File: config.mk
export PLATFORM = sky130hd
export DESIGN_NAME = pipeadd_n
export DESIGN_NICKNAME = d
export VERILOG_FILES = /design/src/rtl/addripple_n.sv /design/src/rtl/pipeadd_n.sv
export SDC_FILE = /design/constraint.sdc
export NUM_CORES = 1
export LEC_CHECK = 0
export ABC_AREA = 0
export CORE_MARGIN = 2
export CORE_UTILIZATION = 30
export CTS_BUF_LIST = sky130_fd_sc_hd__clkbuf_4
export DETAILED_ROUTE_END_ITERATION = 7
export GPL_TIMING_DRIVEN = 1
export PLACE_DENSITY_LB_ADDON = 0.2
export SLEW_MARGIN = 20
export SYNTH_ARGS = -nofsm -noshare
export SYNTH_HDL_FRONTEND = slang
export SYNTH_SLANG_ARGS = --single-unit
export TNS_END_PERCENT = 100
File: constraint.sdc
create_clock -name clk -period 8.9 [get_ports clk]
set_input_delay 0.89 -clock clk [delete_from_list [all_inputs] [get_ports clk]]
set_output_delay 0.89 -clock clk [all_outputs]
set_load 0.02 [all_outputs]
File: src/rtl/addripple_n.sv
// Ripple-carry adder, WIDTH bits, no carry in/out: callers zero-extend by one bit to recover the carry.
// Purely combinational; no handshake.
module addripple_n #(
    parameter int WIDTH = 17
) (
    input  logic [WIDTH-1:0] i_a,
    input  logic [WIDTH-1:0] i_b,
    output logic [WIDTH-1:0] o_sum
);

    logic [WIDTH-1:0] w_c;

    assign w_c[0] = 1'b0;

    for (genvar k = 0; k < WIDTH; k++) begin : g_bit
        assign o_sum[k] = i_a[k] ^ i_b[k] ^ w_c[k];
        if (k < WIDTH - 1) begin : g_carry
            assign w_c[k+1] = (i_a[k] & i_b[k]) | (w_c[k] & (i_a[k] ^ i_b[k]));
        end
    end

endmodule

File: src/rtl/pipeadd_n.sv
// Elastic pipelined adder: NUM_OPS operands, one addition per stage, latency NUM_OPS-1 edges.
// in_ready ripples back combinationally from out_ready; all stages hold when the output stalls.
module pipeadd_n #(
    parameter int WIDTH   = 16,
    parameter int NUM_OPS = 3
) (
    input  logic                     clk,
    input  logic                     rst_n,
    input  logic                     in_valid,
    output logic                     in_ready,
    input  logic [NUM_OPS*WIDTH-1:0] in_ops,
    input  logic                     in_sat,
    output logic                     out_valid,
    input  logic                     out_ready,
    output logic [WIDTH-1:0]         out_sum,
    output logic                     out_ovf
);

    localparam int DEPTH = NUM_OPS - 1;

    logic [DEPTH-1:0] w_adv;

    for (genvar s = 0; s < DEPTH; s++) begin : g_stg
        // Width of the operands still waiting to be added after this stage.
        localparam int CW = (NUM_OPS - 2 - s) * WIDTH;

        logic             r_vld;
        logic             r_ovf;
        logic [WIDTH-1:0] r_sum;

        logic             w_up_vld;
        logic             w_up_ovf;
        logic             w_up_sat;
        logic [WIDTH-1:0] w_a;
        logic [WIDTH-1:0] w_b;
        logic [WIDTH:0]   w_full;
        logic             w_ovf_nxt;

        if (s == 0) begin : g_head
            assign w_up_vld = in_valid;
            assign w_up_ovf = 1'b0;
            assign w_up_sat = in_sat;
            assign w_a      = in_ops[0 +: WIDTH];
            assign w_b      = in_ops[WIDTH +: WIDTH];
        end else begin : g_body
            assign w_up_vld = g_stg[s-1].r_vld;
            assign w_up_ovf = g_stg[s-1].r_ovf;
            assign w_up_sat = g_stg[s-1].g_cry.r_sat;
            assign w_a      = g_stg[s-1].r_sum;
            assign w_b      = g_stg[s-1].g_cry.r_ops[WIDTH-1:0];
        end

        if (s == DEPTH - 1) begin : g_tail
            assign w_adv[s] = !r_vld || out_ready;
        end else begin : g_mid
            assign w_adv[s] = !r_vld || w_adv[s+1];
        end

        addripple_n #(
            .WIDTH (WIDTH + 1)
        ) u_add (
            .i_a   ({1'b0, w_a}),
            .i_b   ({1'b0, w_b}),
            .o_sum (w_full)
        );

        assign w_ovf_nxt = w_up_ovf | w_full[WIDTH];

        // Data only loads with a valid bundle, so idle-input X never reaches the registers.
        always_ff @(posedge clk) begin
            if (!rst_n) begin
                r_vld <= 1'b0;
                r_ovf <= 1'b0;
                r_sum <= '0;
            end else if (w_adv[s]) begin
                r_vld <= w_up_vld;
                if (w_up_vld) begin
                    r_ovf <= w_ovf_nxt;
                    r_sum <= (w_up_sat && w_ovf_nxt) ? '1 : w_full[WIDTH-1:0];
                end
            end
        end

        if (CW > 0) begin : g_cry
            logic          r_sat;
            logic [CW-1:0] r_ops;
            logic [CW-1:0] w_ops_nxt;

            if (s == 0) begin : g_src_in
                assign w_ops_nxt = in_ops[NUM_OPS*WIDTH-1 : 2*WIDTH];
            end else begin : g_src_prev
                assign w_ops_nxt = g_stg[s-1].g_cry.r_ops[CW+WIDTH-1 : WIDTH];
            end

            always_ff @(posedge clk) begin
                if (!rst_n) begin
                    r_sat <= 1'b0;
                    r_ops <= '0;
                end else if (w_adv[s] && w_up_vld) begin
                    r_sat <= w_up_sat;
                    r_ops <= w_ops_nxt;
                end
            end
        end
    end

    assign in_ready  = w_adv[0];
    assign out_valid = g_stg[DEPTH-1].r_vld;
    assign out_sum   = g_stg[DEPTH-1].r_sum;
    assign out_ovf   = g_stg[DEPTH-1].r_ovf;

endmodule
* Word level (Yosys, flattened, before mapping) *
Index checks and enable logic that the tools add are counted.
Widths: inputs -> output; s select.

storage, ports and cells
  flip-flop bits (word level) = 53
  input port bits = 53
  output and inout bits = 19

operators by class
  mux-type cells = 2
  bitwise logic cells = 155
  reduce and logical (&&, ||, !) cells = 9

operators with widths
  kind               number
  $and 1x1->1        62
  $xor 1x1->1        62
  $mux 16            2
  $or 1x1->1         31
  $reduce_and 2->1   2
  $logic_and 1x1->1  3
  $logic_not 1->1    2
  $logic_or 1x1->1   2

* Depth between registers and ports, before layout *
  depth in word-level cells = 34
  mapped depth = 23
  depth with buffers taken out = 22

* Hierarchy *
From an unflattened synthesis, not the netlist that was laid out.

second synthesis, totals
  cell total of the unflattened synthesis = 215
  area, all modules = 2638.8 um2

modules (own cells, without submodules)
  module       times used  cells each  area each (um2)
  pipeadd_n    1           171         1928.1
  addripple_n  2           22          355.3

* Worst setup path after synthesis *
No wires, ideal clock.

  path kind = input-to-reg
  start = input in_ops[0]
  end = register g_stg[0].r_sum[13]
  setup time = 0.119 ns
  arrival = 7.049 ns
  path slack = 1.732 ns
  cell stages on the path = 23
  cell sequence = ha_1 -> fa_1 -> fa_1 -> fa_1 -> fa_1 -> fa_1 -> fa_1 -> fa_1 -> fa_1 -> fa_1 -> fa_1 -> fa_1 -> fa_1 -> inv_1 -> fa_1 -> inv_1 -> fa_1 -> inv_1 -> fa_1 -> nand2b_1 -> nand3_4 -> buf_6 -> o221a_1

on the way
  longest elaborated chain between the ends = 33

RTL lines
  item                         RTL line           source
  start: declaration           pipeadd_n.sv:11    input logic [NUM_OPS*WIDTH-1:0] in_ops,
  $and 1x1->1 * (2 in series)  addripple_n.sv:18  assign w_c[k+1] = (i_a[k] & i_b[k]) | (w_c[k] & (i_a[k] ^ i_b[k]));
  $or 1x1->1 *                 addripple_n.sv:18
  $and 1x1->1 *                addripple_n.sv:18
  $or 1x1->1 *                 addripple_n.sv:18
  $and 1x1->1 *                addripple_n.sv:18
  $or 1x1->1 *                 addripple_n.sv:18
  $and 1x1->1 *                addripple_n.sv:18
  $or 1x1->1 *                 addripple_n.sv:18
  [16 not listed]              -
  $and 1x1->1                  addripple_n.sv:18
  $or 1x1->1                   addripple_n.sv:18
  $and 1x1->1                  addripple_n.sv:18
  $or 1x1->1                   addripple_n.sv:18
  $and 1x1->1                  addripple_n.sv:18
  $or 1x1->1                   addripple_n.sv:18
  $logic_and 1x1->1            pipeadd_n.sv:79    r_sum <= (w_up_sat && w_ovf_nxt) ? '1 : w_full[WIDTH-1:0];
  $mux 16 *                    pipeadd_n.sv:79
  end signal: assignment       pipeadd_n.sv:79
  end: declaration             pipeadd_n.sv:29    logic [WIDTH-1:0] r_sum;

Mark *: on every way between the ends. The rest lies on a longest branch, timed or not.
A chain may end at the register's enable or synchronous reset.

* Worst setup path after layout *
  start = input in_ops[0]
  end = register g_stg[0].r_sum[11]

on the way
  longest elaborated chain between the ends = 33

RTL lines
  item                         RTL line
  $and 1x1->1 * (2 in series)  addripple_n.sv:18
  $or 1x1->1 *                 addripple_n.sv:18
  $and 1x1->1 *                addripple_n.sv:18
  $or 1x1->1 *                 addripple_n.sv:18
  $and 1x1->1 *                addripple_n.sv:18
  $or 1x1->1 *                 addripple_n.sv:18
  $and 1x1->1 *                addripple_n.sv:18
  $or 1x1->1 *                 addripple_n.sv:18
  [16 not listed]              -
  $and 1x1->1                  addripple_n.sv:18
  $or 1x1->1                   addripple_n.sv:18
  $and 1x1->1                  addripple_n.sv:18
  $or 1x1->1                   addripple_n.sv:18
  $and 1x1->1                  addripple_n.sv:18
  $or 1x1->1                   addripple_n.sv:18
  $logic_and 1x1->1            pipeadd_n.sv:79
  $mux 16 *                    pipeadd_n.sv:79

Marks and branches as above.

==> results <==
- Row generation in the floorplan step produced 34 rows.
- The final weighted congestion in routability-driven placement is between 0.7 and 0.8.
- The vertical extent of the die is 98.78 µm.
- When the netlist entered floorplanning its net count stood at slightly above 300.
- Adding up every negative setup slack in the final design gives 0 ns.
- The worst clock skew on the final layout is ~0.013 ns.
- The capture instance of the worst register-to-register path is out_sum[12].
- The time the worst path needs with I/O delays and setup is around 7.4 ns.
- After detailed routing, the total wire length is between 5 and 6 mm.
- The number of nets at the end of the flow is roughly 370.
- The dominant cell by count in the synthesized netlist is sky130_fd_sc_hd__dfxtp_1.
- The effective utilization at floorplan is 30.90%.
- The number of global-route vias before repair came to 1,952.
- The count of non-filler cells in the finished layout is approximately 400.
- During synthesis, Yosys emitted a total of 0 warnings.
- The flip-flop cell with the highest count after synthesis is sky130_fd_sc_hd__dfxtp_1.
- STA classifies the critical path endpoint as a register.
- The highest ir drop seen on vdd is 52.31 µV.
- The number of setup buffers added after CTS is 0.
- The data required time at the worst endpoint is 9.17 ns.
- The floorplan die area is approximately 9800 µm².
- The number of top-level pins is 72.
- The count of clock tree sinks is 53.
- Post-CTS repair changed the size of 0 cells.
- The sum of overflow across all layers after global routing is 0.
- The clock transition at the register clock pins on the worst setup and hold paths after CTS is around 0.14 ns.
- The area growth from synthesis to final layout is 30.64%.
- Setup repair after global routing left no endpoint under its margin.
- The clock latency at the later pin of the worst-skew pair is approximately 0.37 ns.
- The number of remaining DRC errors is 0.
- At the worst endpoint, the arrival time is between 7 and 8 ns.
- The commonest cells after synthesis are sky130_fd_sc_hd__dfxtp_1, sky130_fd_sc_hd__nand2_1, sky130_fd_sc_hd__o221a_1.
- The synthesized design contains 0 enable-type register cells.
- The TritonCTS clock tree is yes.
- The floorplan step defined a core boundary enclosing 8721 µm².
- The number of cell instances on the worst register-to-register path is 20.
- The family with the most delay on the worst path is adder cells.
- Of all cell types, the one taking the most synthesized area is sky130_fd_sc_hd__dfxtp_1.
- In the finished design, the share of the clock period the worst path needs comes to between 80% and 90%.
- The end point of the critical path is g_stg[0].r_sum[11].
- The antenna diode count is 0.
- Together, buffers and inverters on the worst path number 4.
- Counting buffers and inverters, the worst setup path is 23 cells deep.
- The source of the critical timing path is in_ops[0].
- The stage delay of the slowest cell on the critical path is between 0.4 and 0.5 ns.
- The slowest stage of the critical path belongs to the cell sky130_fd_sc_hd__fa_1.
- The tree is rooted in a sky130_fd_sc_hd__clkbuf_4.
- The type of the worst setup path is in2reg.
- Setup slack on the worst reg-to-reg path comes out at between 2 and 2.5 ns.
- Counting every instance in the synthesized netlist gives 222.
- For this design, the CTS-stage hold fixing added 0 buffers.
- The critical register-to-register path startpoint is g_stg[0].r_sum[0].
- The ratio of total power to cell area is ~140 nW/µm².
- The horizontal die dimension is approximately 100 µm.
- The worst relative slew slack is 45.19%.
- The H-tree was split into 2 levels.
- Counting along the longest clock path gives a buffer depth of 2.
- The async set-or-reset flop fraction in the synthesized netlist is 0%.
- The total clock buffers created by CTS is 5.
- The share of final-layout standard cells stronger than drive strength 1 is about 6.6%.
- The number of different library cells used by synthesis comes to 23.
- The number of slew-limit violations in the final report is 0.
- The leakage dissipation is 1.435 nW.
- The pin count of the biggest net entering global routing is 71.
- The startpoint type of the worst setup path is a primary input.
- For the pin with the worst max-slew slack, the measured transition is between 0.8 and 0.9 ns.
- The total routing usage reported by global routing is a little under an eighth.
- The average wire per cell in the routed design is about 14 µm.
- The area of the mapped netlist is between 2000 and 3000 µm².
- In this run the tool buffered the top-level ports with a little over 70 buffer cells.
- The final count of negative-setup-slack endpoints is 0.
- The flow ran to the end, and the final reports show no timing, DRC or antenna violations.
- The total vias in the final route is between 1,500 and 2,000.
- Averaged over all synthesized cells, the footprint is 12.14 µm².
- The number of register bits inferred by synthesis is between 50 and 60.
- The first global-routing pass estimated 9.266 mm of wire.
- The depth of the worst hold-timing path is 2.
- The path type of the worst min-delay path is reg2reg.
- Walking the worst path, the cells encountered are clkdlybuf4s50_1 -> ha_1 -> fa_1 -> fa_1 -> fa_1 -> fa_1 -> fa_1 -> fa_1 -> fa_1 -> fa_1 -> fa_1 -> fa_1 -> fa_1 -> fa_1 -> inv_1 -> fa_1 -> inv_1 -> fa_1 -> inv_1 -> fa_1 -> nand2b_1 -> nand3_4 -> o221a_1.
- Based on the critical path, the design can be clocked at up to about 130 MHz.
- The post-route antenna net violation count is 0.
- The post-detailed-placement half-perimeter wirelength is 4.156 mm.
- The per-cell via count in the routed design is between 4 and 5.
- By area the synthesized netlist is led by sky130_fd_sc_hd__dfxtp_1, sky130_fd_sc_hd__fa_1, sky130_fd_sc_hd__o221a_1, sky130_fd_sc_hd__mux2i_1, sky130_fd_sc_hd__nand2_1.
- The initial antenna violation count is 0.
- Sequential elements use roughly 40% of the synthesized area.
- For this run, the detailed router's first-pass iteration total came to 4.
- Once placement completed, the tool counted placed cells totaling ~390.
- Counting stages on the worst path, the most repeated cell is sky130_fd_sc_hd__fa_1.
- The top fanout value on the critical path is 16.
- The fraction of synthesized cell area taken by the top area cell type is between 30% and 40%.
- In this run, the number of DRC markers left after iteration 0 of detailed routing was between 100 and 150.
- The tool flagged a number of max-cap violations equal to 0.
- The number of endpoints with negative hold slack in the final report is 0.
==> cell families (layout without fill, tap and decap cells) <==
logic type                 Yosys count  in the layout  synth area share (%)
buffers and inverters               39            105                 7.382
and+or+nand+nor                     43             43                 7.985
muxes                               17             17                 6.314
DFF                                 53             53                 39.37
AOI/OAI and AO/OA                   38             38                 15.74
adders and majority gates           32             32                 23.21
==> worst register-to-register path: stages, from the launching register on <==
cell                       delay [ns]
sky130_fd_sc_hd__dfxtp_1         0.36
sky130_fd_sc_hd__ha_1            0.22
sky130_fd_sc_hd__fa_1            0.40
sky130_fd_sc_hd__fa_1            0.39
sky130_fd_sc_hd__fa_1            0.41
sky130_fd_sc_hd__fa_1            0.39
sky130_fd_sc_hd__fa_1            0.39
sky130_fd_sc_hd__fa_1            0.40
sky130_fd_sc_hd__fa_1            0.40
sky130_fd_sc_hd__fa_1            0.43
sky130_fd_sc_hd__fa_1            0.41
sky130_fd_sc_hd__fa_1            0.40
sky130_fd_sc_hd__fa_1            0.38
sky130_fd_sc_hd__inv_1           0.08
sky130_fd_sc_hd__fa_1            0.17
sky130_fd_sc_hd__fa_1            0.20
sky130_fd_sc_hd__fa_1            0.19
sky130_fd_sc_hd__fa_1            0.15
sky130_fd_sc_hd__nor2b_1         0.22
sky130_fd_sc_hd__o211ai_2        0.37
sky130_fd_sc_hd__o221a_1         0.37
==> where the power goes <==
part	internal (mW)	total, mW	leakage (nW)	switching, mW
sequential	0.257	0.270	0.439	0.0138
combinational	0.0659	0.120	0.965	0.0540
clock	0.0315	0.108	0.0316	0.0766
==> layout by cell type (no fill, tap or decap), types with 2 or more instances in the layout <==
master,count
sky130_fd_sc_hd__clkdlybuf4s50_1,70
sky130_fd_sc_hd__dfxtp_1,53
sky130_fd_sc_hd__nand2_1,34
sky130_fd_sc_hd__o221a_1,32
sky130_fd_sc_hd__fa_1,30
sky130_fd_sc_hd__inv_1,23
sky130_fd_sc_hd__mux2i_1,17
sky130_fd_sc_hd__clkbuf_4,5
sky130_fd_sc_hd__nand3_1,2
sky130_fd_sc_hd__o211a_1,2
sky130_fd_sc_hd__ha_1,2
==> per-layer routing <==
metal  part of all wire [%]  wire length (µm)  track usage [%]
met5                      0                 0                0
met4                    1.3                71            4.426
met3                    5.2               287            2.411
met2                     50              2739            19.91
met1                     44              2420            14.91
==> sequential cells by signal, summed over array words and instances (netlist names) <==
name / flops
g_stg.g_cry.r_ops: 16
g_stg.g_cry.r_sat: 1
g_stg.r_ovf: 1
g_stg.r_sum: 16
g_stg.r_vld: 1
out_ovf: 1
out_sum: 16
out_valid: 1
==> worst min path at each step <==
| stage | slack, ns | end | from |
|---|---|---|---|
| 2_1_floorplan | 0.43 | g_stg[0].g_cry.r_ops[12] | g_stg[0].g_cry.r_ops[12] |
| 3_5_place_dp | 0.45 | g_stg[0].g_cry.r_ops[12] | g_stg[0].g_cry.r_ops[12] |
| 4_1_cts | 0.47 | g_stg[0].g_cry.r_ops[12] | g_stg[0].g_cry.r_ops[12] |
| 6_report | 0.47 | g_stg[0].g_cry.r_ops[12] | g_stg[0].g_cry.r_ops[12] |
| 3_3_place_gp | 0.45 | g_stg[0].g_cry.r_ops[14] | g_stg[0].g_cry.r_ops[14] |
| 5_1_grt | 0.50 | g_stg[0].g_cry.r_ops[0] | g_stg[0].g_cry.r_ops[0] |
==> through the flow <==
| stage | hold WS (ns) | util, % | instance area (µm²) | total power [mW] | setup WS (ns) |
|---|---|---|---|---|---|
| 6_report | 0.4707 | 40.37 | 3521 | 0.4985 | 1.481 |
| 5_1_grt | 0.5014 | 40.37 | 3521 | 0.5331 | 1.221 |
| 4_1_cts | 0.4744 | 40.37 | 3521 | 0.5109 | 1.464 |
| 3_5_place_dp | 0.4545 | 39.70 | 3462 | 0.3983 | 1.047 |
| 3_3_place_gp | 0.4477 | 39.38 | 3435 | 0.3950 | 1.102 |
| 2_1_floorplan | 0.4347 | - | 2695 | 0.3439 | 1.732 |
==> area by class of cell <==
| type | count | area [µm²] |
|---|---|---|
| flip-flops and latches | 53 | 1061 |
| well taps | 108 | 135.1 |
| multi-input cells | 130 | 1435 |
| fillers | 838 | 5200 |
| repair buffers | 73 | 740.7 |
| inverters | 24 | 90.09 |
| clock buffers | 5 | 37.54 |
| clock inverters | 3 | 21.27 |
(Power assumes the default switching activity.)
